`src/rtl/fft_bitrev_reorder.sv`:
```
// Purpose: reorders bit-reversed FFT output frames (N = 2**LOG2N) into natural order using ping-pong banks.
// Latency: first output two cycles after the sample that completes a frame; 32 contiguous output cycles.
// Backpressure: none; the writer needs >= N cycles per bank and the reader exactly N, so banks never overflow.
module fft_bitrev_reorder #(
  parameter int DW    = 22,
  parameter int LOG2N = 5
) (
  input  logic             clk,
  input  logic             rst,
  input  logic             in_valid,
  input  logic [DW-1:0]    data_in_real,
  input  logic [DW-1:0]    data_in_imag,
  output logic             out_valid,
  output logic [DW-1:0]    data_out_real,
  output logic [DW-1:0]    data_out_imag,
  output logic [LOG2N-1:0] out_index,
  output logic             out_last,
  output logic             busy
);

  localparam int N = 1 << LOG2N;
  localparam logic [LOG2N-1:0] LAST_ADDR = '1;

  localparam logic S_IDLE = 1'b0;
  localparam logic S_READ = 1'b1;

  // Two banks side by side; the bank select is the top address bit.
  logic [2*DW-1:0]  mem [0:2*N-1];

  logic [LOG2N-1:0] wr_cnt;
  logic             wr_bank;
  logic [1:0]       full;
  logic [1:0]       full_nxt;

  logic             state;
  logic [LOG2N-1:0] rd_addr;
  logic             rd_bank;

  logic             wr_wrap;
  logic             rd_active;
  logic             rd_done;

  function automatic logic [LOG2N-1:0] bitrev(input logic [LOG2N-1:0] a);
    logic [LOG2N-1:0] r;
    r = '0;
    for (int i = 0; i < LOG2N; i++) begin
      r[i] = a[LOG2N-1-i];
    end
    return r;
  endfunction

  // Read issue is combinational on full so the first output lands two cycles after the last sample.
  always_comb begin
    wr_wrap   = in_valid && (wr_cnt == LAST_ADDR);
    rd_active = (state == S_READ) || full[rd_bank];
    rd_done   = rd_active && (rd_addr == LAST_ADDR);
    full_nxt  = full;
    if (rd_done) begin
      full_nxt[rd_bank] = 1'b0;
    end
    if (wr_wrap) begin
      full_nxt[wr_bank] = 1'b1;
    end
  end

  // Sample storage at the bit-reversed address; contents are intentionally not reset.
  always_ff @(posedge clk) begin
    if (in_valid && !rst) begin
      mem[{wr_bank, bitrev(wr_cnt)}] <= {data_in_real, data_in_imag};
    end
  end

  // Writer counter and bank select; reset wins over a sample presented in the same cycle.
  always_ff @(posedge clk) begin
    if (rst) begin
      wr_cnt  <= '0;
      wr_bank <= 1'b0;
    end else if (in_valid) begin
      wr_cnt <= wr_cnt + 1'b1;
      if (wr_wrap) begin
        wr_bank <= ~wr_bank;
      end
    end
  end

  // Bank-full flags: set by the writer on wrap, cleared by the reader after its last address.
  always_ff @(posedge clk) begin
    if (rst) begin
      full <= 2'b00;
    end else begin
      full <= full_nxt;
    end
  end

  // Reader FSM: sweeps a full bank once, chaining straight into the other bank if it is already full.
  always_ff @(posedge clk) begin
    if (rst) begin
      state   <= S_IDLE;
      rd_addr <= '0;
      rd_bank <= 1'b0;
    end else if (rd_active) begin
      if (rd_done) begin
        rd_addr <= '0;
        rd_bank <= ~rd_bank;
        state   <= full_nxt[~rd_bank] ? S_READ : S_IDLE;
      end else begin
        rd_addr <= rd_addr + 1'b1;
        state   <= S_READ;
      end
    end
  end

  // Output register; everything is forced to zero when no read was issued.
  always_ff @(posedge clk) begin
    if (rst) begin
      out_valid     <= 1'b0;
      out_last      <= 1'b0;
      out_index     <= '0;
      data_out_real <= '0;
      data_out_imag <= '0;
    end else begin
      out_valid <= rd_active;
      out_last  <= rd_done;
      out_index <= rd_active ? rd_addr : '0;
      {data_out_real, data_out_imag} <= rd_active ? mem[{rd_bank, rd_addr}] : '0;
    end
  end

  assign busy = full[0] | full[1] | (state == S_READ) | out_valid;

endmodule

```
`config.mk`:
```
export PLATFORM = sky130hd
export DESIGN_NAME = fft_bitrev_reorder
export DESIGN_NICKNAME = d
export VERILOG_FILES = /design/src/rtl/fft_bitrev_reorder.sv
export SDC_FILE = /design/constraint.sdc
export NUM_CORES = 2
export LEC_CHECK = 0
export CAP_MARGIN = 20
export CORE_AREA = 2 2 527 529
export DETAILED_ROUTE_END_ITERATION = 16
export DIE_AREA = 0 0 529 531
export SLEW_MARGIN = 20
export SYNTH_ARGS = -nofsm -noshare
export SYNTH_HDL_FRONTEND = slang
export SYNTH_SLANG_ARGS = --single-unit
export TNS_END_PERCENT = 20
```
`constraint.sdc`:
```
create_clock -name clk -period 11.2 [get_ports clk]
set_clock_uncertainty 0.15 [all_clocks]
set_input_delay 1.68 -clock clk [delete_from_list [all_inputs] [get_ports clk]]
set_output_delay 1.68 -clock clk [all_outputs]
set_load 0.1 [all_outputs]
```
After elaboration in Yosys (flattened, before gate mapping)
Memories as Yosys holds them, arrays and structs flattened. A register that Yosys moved wholly into a read port is not among the register bits.
Cells that the tools add are included.
Cells by class
  add/sub/neg operators: 2
  multipliers: 0
  div/mod/pow operators: 0
  magnitude comparators: 5
  equal/unequal tests: 2
  shifts and indexed selects: 0
  muxes and demuxes: 15
  bitwise logic cells: 9
  reduce and logical (&&, ||, !) cells: 10
Operators by type and width (count)
  $add 5x1->5 const B: 2
  $eq 5x5->1 const B: 2
  $mux 1: 10
  $lt 1x2->1 const B: 3
  $logic_and 1x1->1: 5
  $mux 5: 1
  $mux 2: 2
  $reduce_and 2->1: 2
  $not 1->1: 3
  $or 1x1->1: 3
  $and 2x2->2: 1
  $demux 1 s1: 2
  $ge 1x1->1 const B: 2
  $not 2->2: 1
  $or 2x2->2: 1
  $reduce_or 2->1: 1
  $logic_not 1->1: 1
  $logic_or 1x1->1: 1
Storage, ports and cells
  bits in registers: 22
  bits in latches: 0
  memory bits (writable): 2816
  memory bits (read-only): 0
  logic and storage cells: 53
  memories kept: 1
Memory list
  mem: words 64, bits a word 44, read ports 1, clocked after Yosys merged registers in 1, write ports 1, RTL line 28  | logic [2*DW-1:0] mem [0:2*N-1];

Logic depth before layout (Yosys ltp)
  word-level depth: 13
  depth in mapped cells: 12

Worst setup path before layout
OpenSTA, ideal clock, no wires.
  path type: input to register
  start: input in_valid
  end: memory mem[49][0] (netlist name), enable pin
  library setup time: 500 ps
  arrival: 5439 ps
  path slack: 5111 ps
  stages on the path: 4
  path through: clkbuf_1 > nand4_1 > or2_2 > nor3_1
Between the ends
  word-level cells in the longest chain between the ends: 3
RTL lines
  start, declared: RTL line 10  | input logic in_valid,
  $logic_and 1x1->1: RTL line 68  | if (in_valid && !rst) begin
  $mux 1: RTL line 68
  $mux 1 (implied by the code): RTL line 69  | mem[{wr_bank, bitrev(wr_cnt)}] <= {data_in_real, data_in_imag};
  end, declared: RTL line 28
No other way between the ends.

==> run summary <==
In this run, post-CTS repair resized a total of 0 instances. For the insertion delay of the later-clocked pin in the worst-skew pair, the log shows 0.94 ns. The completed layout was analyzed and its total power is 22.0 mW. Yosys attributes the largest share of cell area to sky130_fd_sc_hd__edfxtp_1 (77%), sky130_fd_sc_hd__mux4_2 (15%), sky130_fd_sc_hd__mux2i_1 (1.5%), sky130_fd_sc_hd__dfxtp_1 (1.2%), sky130_fd_sc_hd__nand2_1 (0.54%). The worst setup path is launched from a flip-flop. For this run, the total global-route usage over all layers was measured as 21.1%. The run gives 25 as the initial antenna violation count. The count of nets left with antenna violations once routing finished came out at 0.

Hold repair after CTS inserted 0 buffers. Initial core utilization: 39.8%. For the first-pass iteration count of the detailed router, the log shows 5. At the end of routability-driven placement, the weighted congestion stood at 0.856.

The critical path ends at data_out_real[16]$_SDFF_PP0_. The area of the placeable core is 0.275 mm², and the via count is 52282. Entering global routing, the biggest net connects 109 pins. The final critical-path share of the clock period came out at 43.7%. For the static power due to leakage, the log shows 38.1 nW. The slew at the pin with the worst max-slew slack was 1.11 ns.

The logs give 0 for the total congestion overflow and 78.3% for the fraction of the yosys area taken by sequential cells. The cell area that synthesis handed to floorplanning was 0.110 mm². For the number of global-route vias before repair, the log shows 52339.

The tools report the final-layout fill cell count as 22680. The flow ran to the end, and the final reports show no timing, DRC or antenna violations. No sink is reached through more buffers than the 4 on the longest clock path.

The tools report the worst flop-to-flop path startpoint as rd_addr[0]$_SDFFE_PP0N_. Yosys instantiated no cell more often than sky130_fd_sc_hd__edfxtp_1. The DRC marker count from the first detailed-route iteration is 6984, and the shortest clock period the worst path allows after layout is 4.90 ns. Main flop type after synthesis: sky130_fd_sc_hd__edfxtp_1.

The endpoint identified for the worst register-to-register timing path is data_out_real[16]$_SDFF_PP0_. The total number of H-tree levels came out at 5. Buffers added to address setup during post-CTS repair amount to 0. Of all cell types, the one taking the most synthesized area is sky130_fd_sc_hd__edfxtp_1. The run gives 5.50 ns as the worst endpoint data arrival time. STA classifies the critical path endpoint as a flip-flop.

Buffers placed on the I/O ports in this run total 98. TritonCTS built the clock tree. The number of library cell types mapped by synthesis was 55; the register-to-register setup slack was 6.30 ns. For the final core utilization, the log shows 45.5%. The tools report the number of top-level pins as 99. In the post-route analysis, the smallest setup slack over all paths is 6.30 ns. The min-delay analysis places its worst path in the category flip-flop to flip-flop. The per-cell via count in the routed design is 5.85, and the top cell type's share of synthesized area is 77.1%. The number of nets handed over by synthesis was 4817. Cells with a size suffix above 1 make up 28.1% of the layout. Width of the chip: 529 µm. In this run the vertical extent of the chip is 531 µm. The number of standard-cell rows in the floorplan was 193; the worst setup slack before clock tree synthesis was 5.53 ns. The post-synthesis to final-layout area growth was 14.1%. The count of mapped cells out of synthesis is 4766, and the overall die area is 0.281 mm².

The aggregate routed wire length is 298 mm. Across the run, the number of max-cap violations was 0. The number of warnings reported in the yosys synthesis log is 0, and the largest fanout on the critical path is 90.

For the highest clock rate, the log shows 204 MHz. The flip-flop and latch count after synthesis came out at 2882. Setup repair after global routing left no endpoint under its margin.

The tools report the launching element of the worst setup path as rd_addr[0]$_SDFFE_PP0N_. The average routed wire per standard cell works out to 33.3 µm. The worst endpoint required time was 11.80 ns. The path type of the worst setup path is flip-flop to flip-flop. The post-detailed-route DRC marker count is 0, and the number of flops mapped to enable cells by yosys is 2816.

The clock transition at the registers of the reported paths is 0.06 ns, and the number of buffers created by CTS is 314. The per-instance average area after synthesis is 23.0 µm², and the number of cells on the worst reg-to-reg path is 6. In the synthesized netlist the async set-or-reset flop fraction comes to 0%. The worst slew margin relative to its limit is 25.9%, and the power density relative to cell area is 176 mW/mm².

By count the netlist is led by sky130_fd_sc_hd__edfxtp_1 (2816), sky130_fd_sc_hd__mux4_2 (744), sky130_fd_sc_hd__mux2i_1 (166). Number of endpoints with negative hold slack in the final report: 0. Worst ir drop on vdd: 0.139 mV.

The first global-routing pass estimated 416 mm of wire. For this run, the post-layout net count is 5151. The count of final max-slew check failures is 0. The placed wire-length estimate after detailed placement came out at 175 mm. CTS saw 2882 sinks. In this run the clock root is driven by a sky130_fd_sc_hd__clkbuf_16. Setup violations remaining at the end of the flow were counted as 0. Adding up every negative setup slack in the final design gives 0 ns.
## routing by layer
metal,share of wire (%),track usage [%],up-vias
li1,-,-,20936
met1,41,29.5,28491
met2,48,33.5,2439
met3,8.2,3.88,408
met4,3.5,7.53,8
met5,0.016,0,-
## metrics by stage
step	instance area [µm²]	hold WS, ns	instances
final	125000	0.397	8942
after global routing	125000	0.437	8932
after CTS	125000	0.397	8931
after detailed placement	115000	0.387	8391
after global placement	115000	0.375	8391
after floorplan	110000	0.339	4766
## cell families after synthesis
family / after synthesis / share of synthesized area (%)
fa+ha+maj: 4 / 0.0456
flops: 2882 / 78.3
mux: 928 / 17.0
xor+xnor: 4 / 0.0319
buf+inv: 272 / 1.39
compound gates: 248 / 1.53
simple gates: 428 / 1.73
## state kept, by name, summed over array words and instances, names as in the netlist, 2 cells and up
register and flops:
data_out_real 22, out_index 5, rd_addr 5, full 2
data_out_imag 22, wr_cnt 5, mem 2816
## cell type report
type	instances	area, µm²	area share, %
Antenna cell	11	27.5	0.0220
Timing Repair Buffer	281	2220	1.77
Inverter	9	46.3	0.0370
Tap cell	3607	4510	3.61
Sequential cell	2882	85900	68.6
Clock buffer	411	8520	6.80
Clock inverter	129	1150	0.916
Multi-Input combinational cell	1612	22800	18.2
## cells in the final DEF, fill, tap and decap left out, types with 11 or more instances in the layout
| cell type | n |
|---|---|
| sky130_fd_sc_hd__a211oi_1 | 18 |
| sky130_fd_sc_hd__a21oi_1 | 43 |
| sky130_fd_sc_hd__a22oi_1 | 33 |
| sky130_fd_sc_hd__a31oi_1 | 13 |
| sky130_fd_sc_hd__a32oi_1 | 11 |
| sky130_fd_sc_hd__and2_1 | 12 |
| sky130_fd_sc_hd__buf_2 | 41 |
| sky130_fd_sc_hd__buf_4 | 180 |
| sky130_fd_sc_hd__bufinv_16 | 19 |
| sky130_fd_sc_hd__clkbuf_1 | 73 |
| sky130_fd_sc_hd__clkbuf_16 | 319 |
| sky130_fd_sc_hd__clkbuf_8 | 19 |
| sky130_fd_sc_hd__clkdlybuf4s50_1 | 54 |
| sky130_fd_sc_hd__clkinv_1 | 52 |
| sky130_fd_sc_hd__clkinv_2 | 41 |
| sky130_fd_sc_hd__dfxtp_1 | 60 |
| sky130_fd_sc_hd__diode_2 | 11 |
| sky130_fd_sc_hd__edfxtp_1 | 2816 |
| sky130_fd_sc_hd__mux2_2 | 18 |
| sky130_fd_sc_hd__mux2i_1 | 166 |
| sky130_fd_sc_hd__mux4_2 | 744 |
| sky130_fd_sc_hd__nand2_1 | 157 |
| sky130_fd_sc_hd__nand3_1 | 43 |
| sky130_fd_sc_hd__nor2_1 | 75 |
| sky130_fd_sc_hd__nor2_4 | 62 |
| sky130_fd_sc_hd__o211ai_1 | 20 |
| sky130_fd_sc_hd__o21ai_0 | 27 |
| sky130_fd_sc_hd__o22ai_1 | 36 |
## worst max-delay path, stage by stage (launching register included)
cell and delay (ns):
sky130_fd_sc_hd__dfxtp_4 0.76, sky130_fd_sc_hd__buf_12 0.60, sky130_fd_sc_hd__buf_4 0.80, sky130_fd_sc_hd__mux4_2 0.58
sky130_fd_sc_hd__mux4_2 0.56, sky130_fd_sc_hd__a2111oi_1 0.90, sky130_fd_sc_hd__a2111oi_1 0.12
## worst min path at each step
stage / startpoint / end / slack, ns / cells after the start
floorplan: full[0]$_SDFF_PP0_ / full[0]$_SDFF_PP0_ / 0.34 / 2
global placement: full[0]$_SDFF_PP0_ / full[0]$_SDFF_PP0_ / 0.38 / 2
detailed placement: full[0]$_SDFF_PP0_ / full[0]$_SDFF_PP0_ / 0.39 / 2
CTS: full[0]$_SDFF_PP0_ / full[0]$_SDFF_PP0_ / 0.40 / 2
global route: wr_cnt[4]$_SDFFE_PP0P_ / wr_cnt[4]$_SDFFE_PP0P_ / 0.44 / 2
finish: full[0]$_SDFF_PP0_ / full[0]$_SDFF_PP0_ / 0.40 / 2
## power breakdown
part | switching (mW) | leakage [nW] | internal, mW | total, mW
clock | 4.07 | 4.73 | 5.77 | 9.84
sequential | 0.00671 | 25.9 | 11.8 | 11.9
combinational | 0.256 | 7.49 | 0.0419 | 0.298
total | 4.34 | 38.1 | 17.7 | 22.0
No activity file was read; power rests on OpenSTA's default activity.
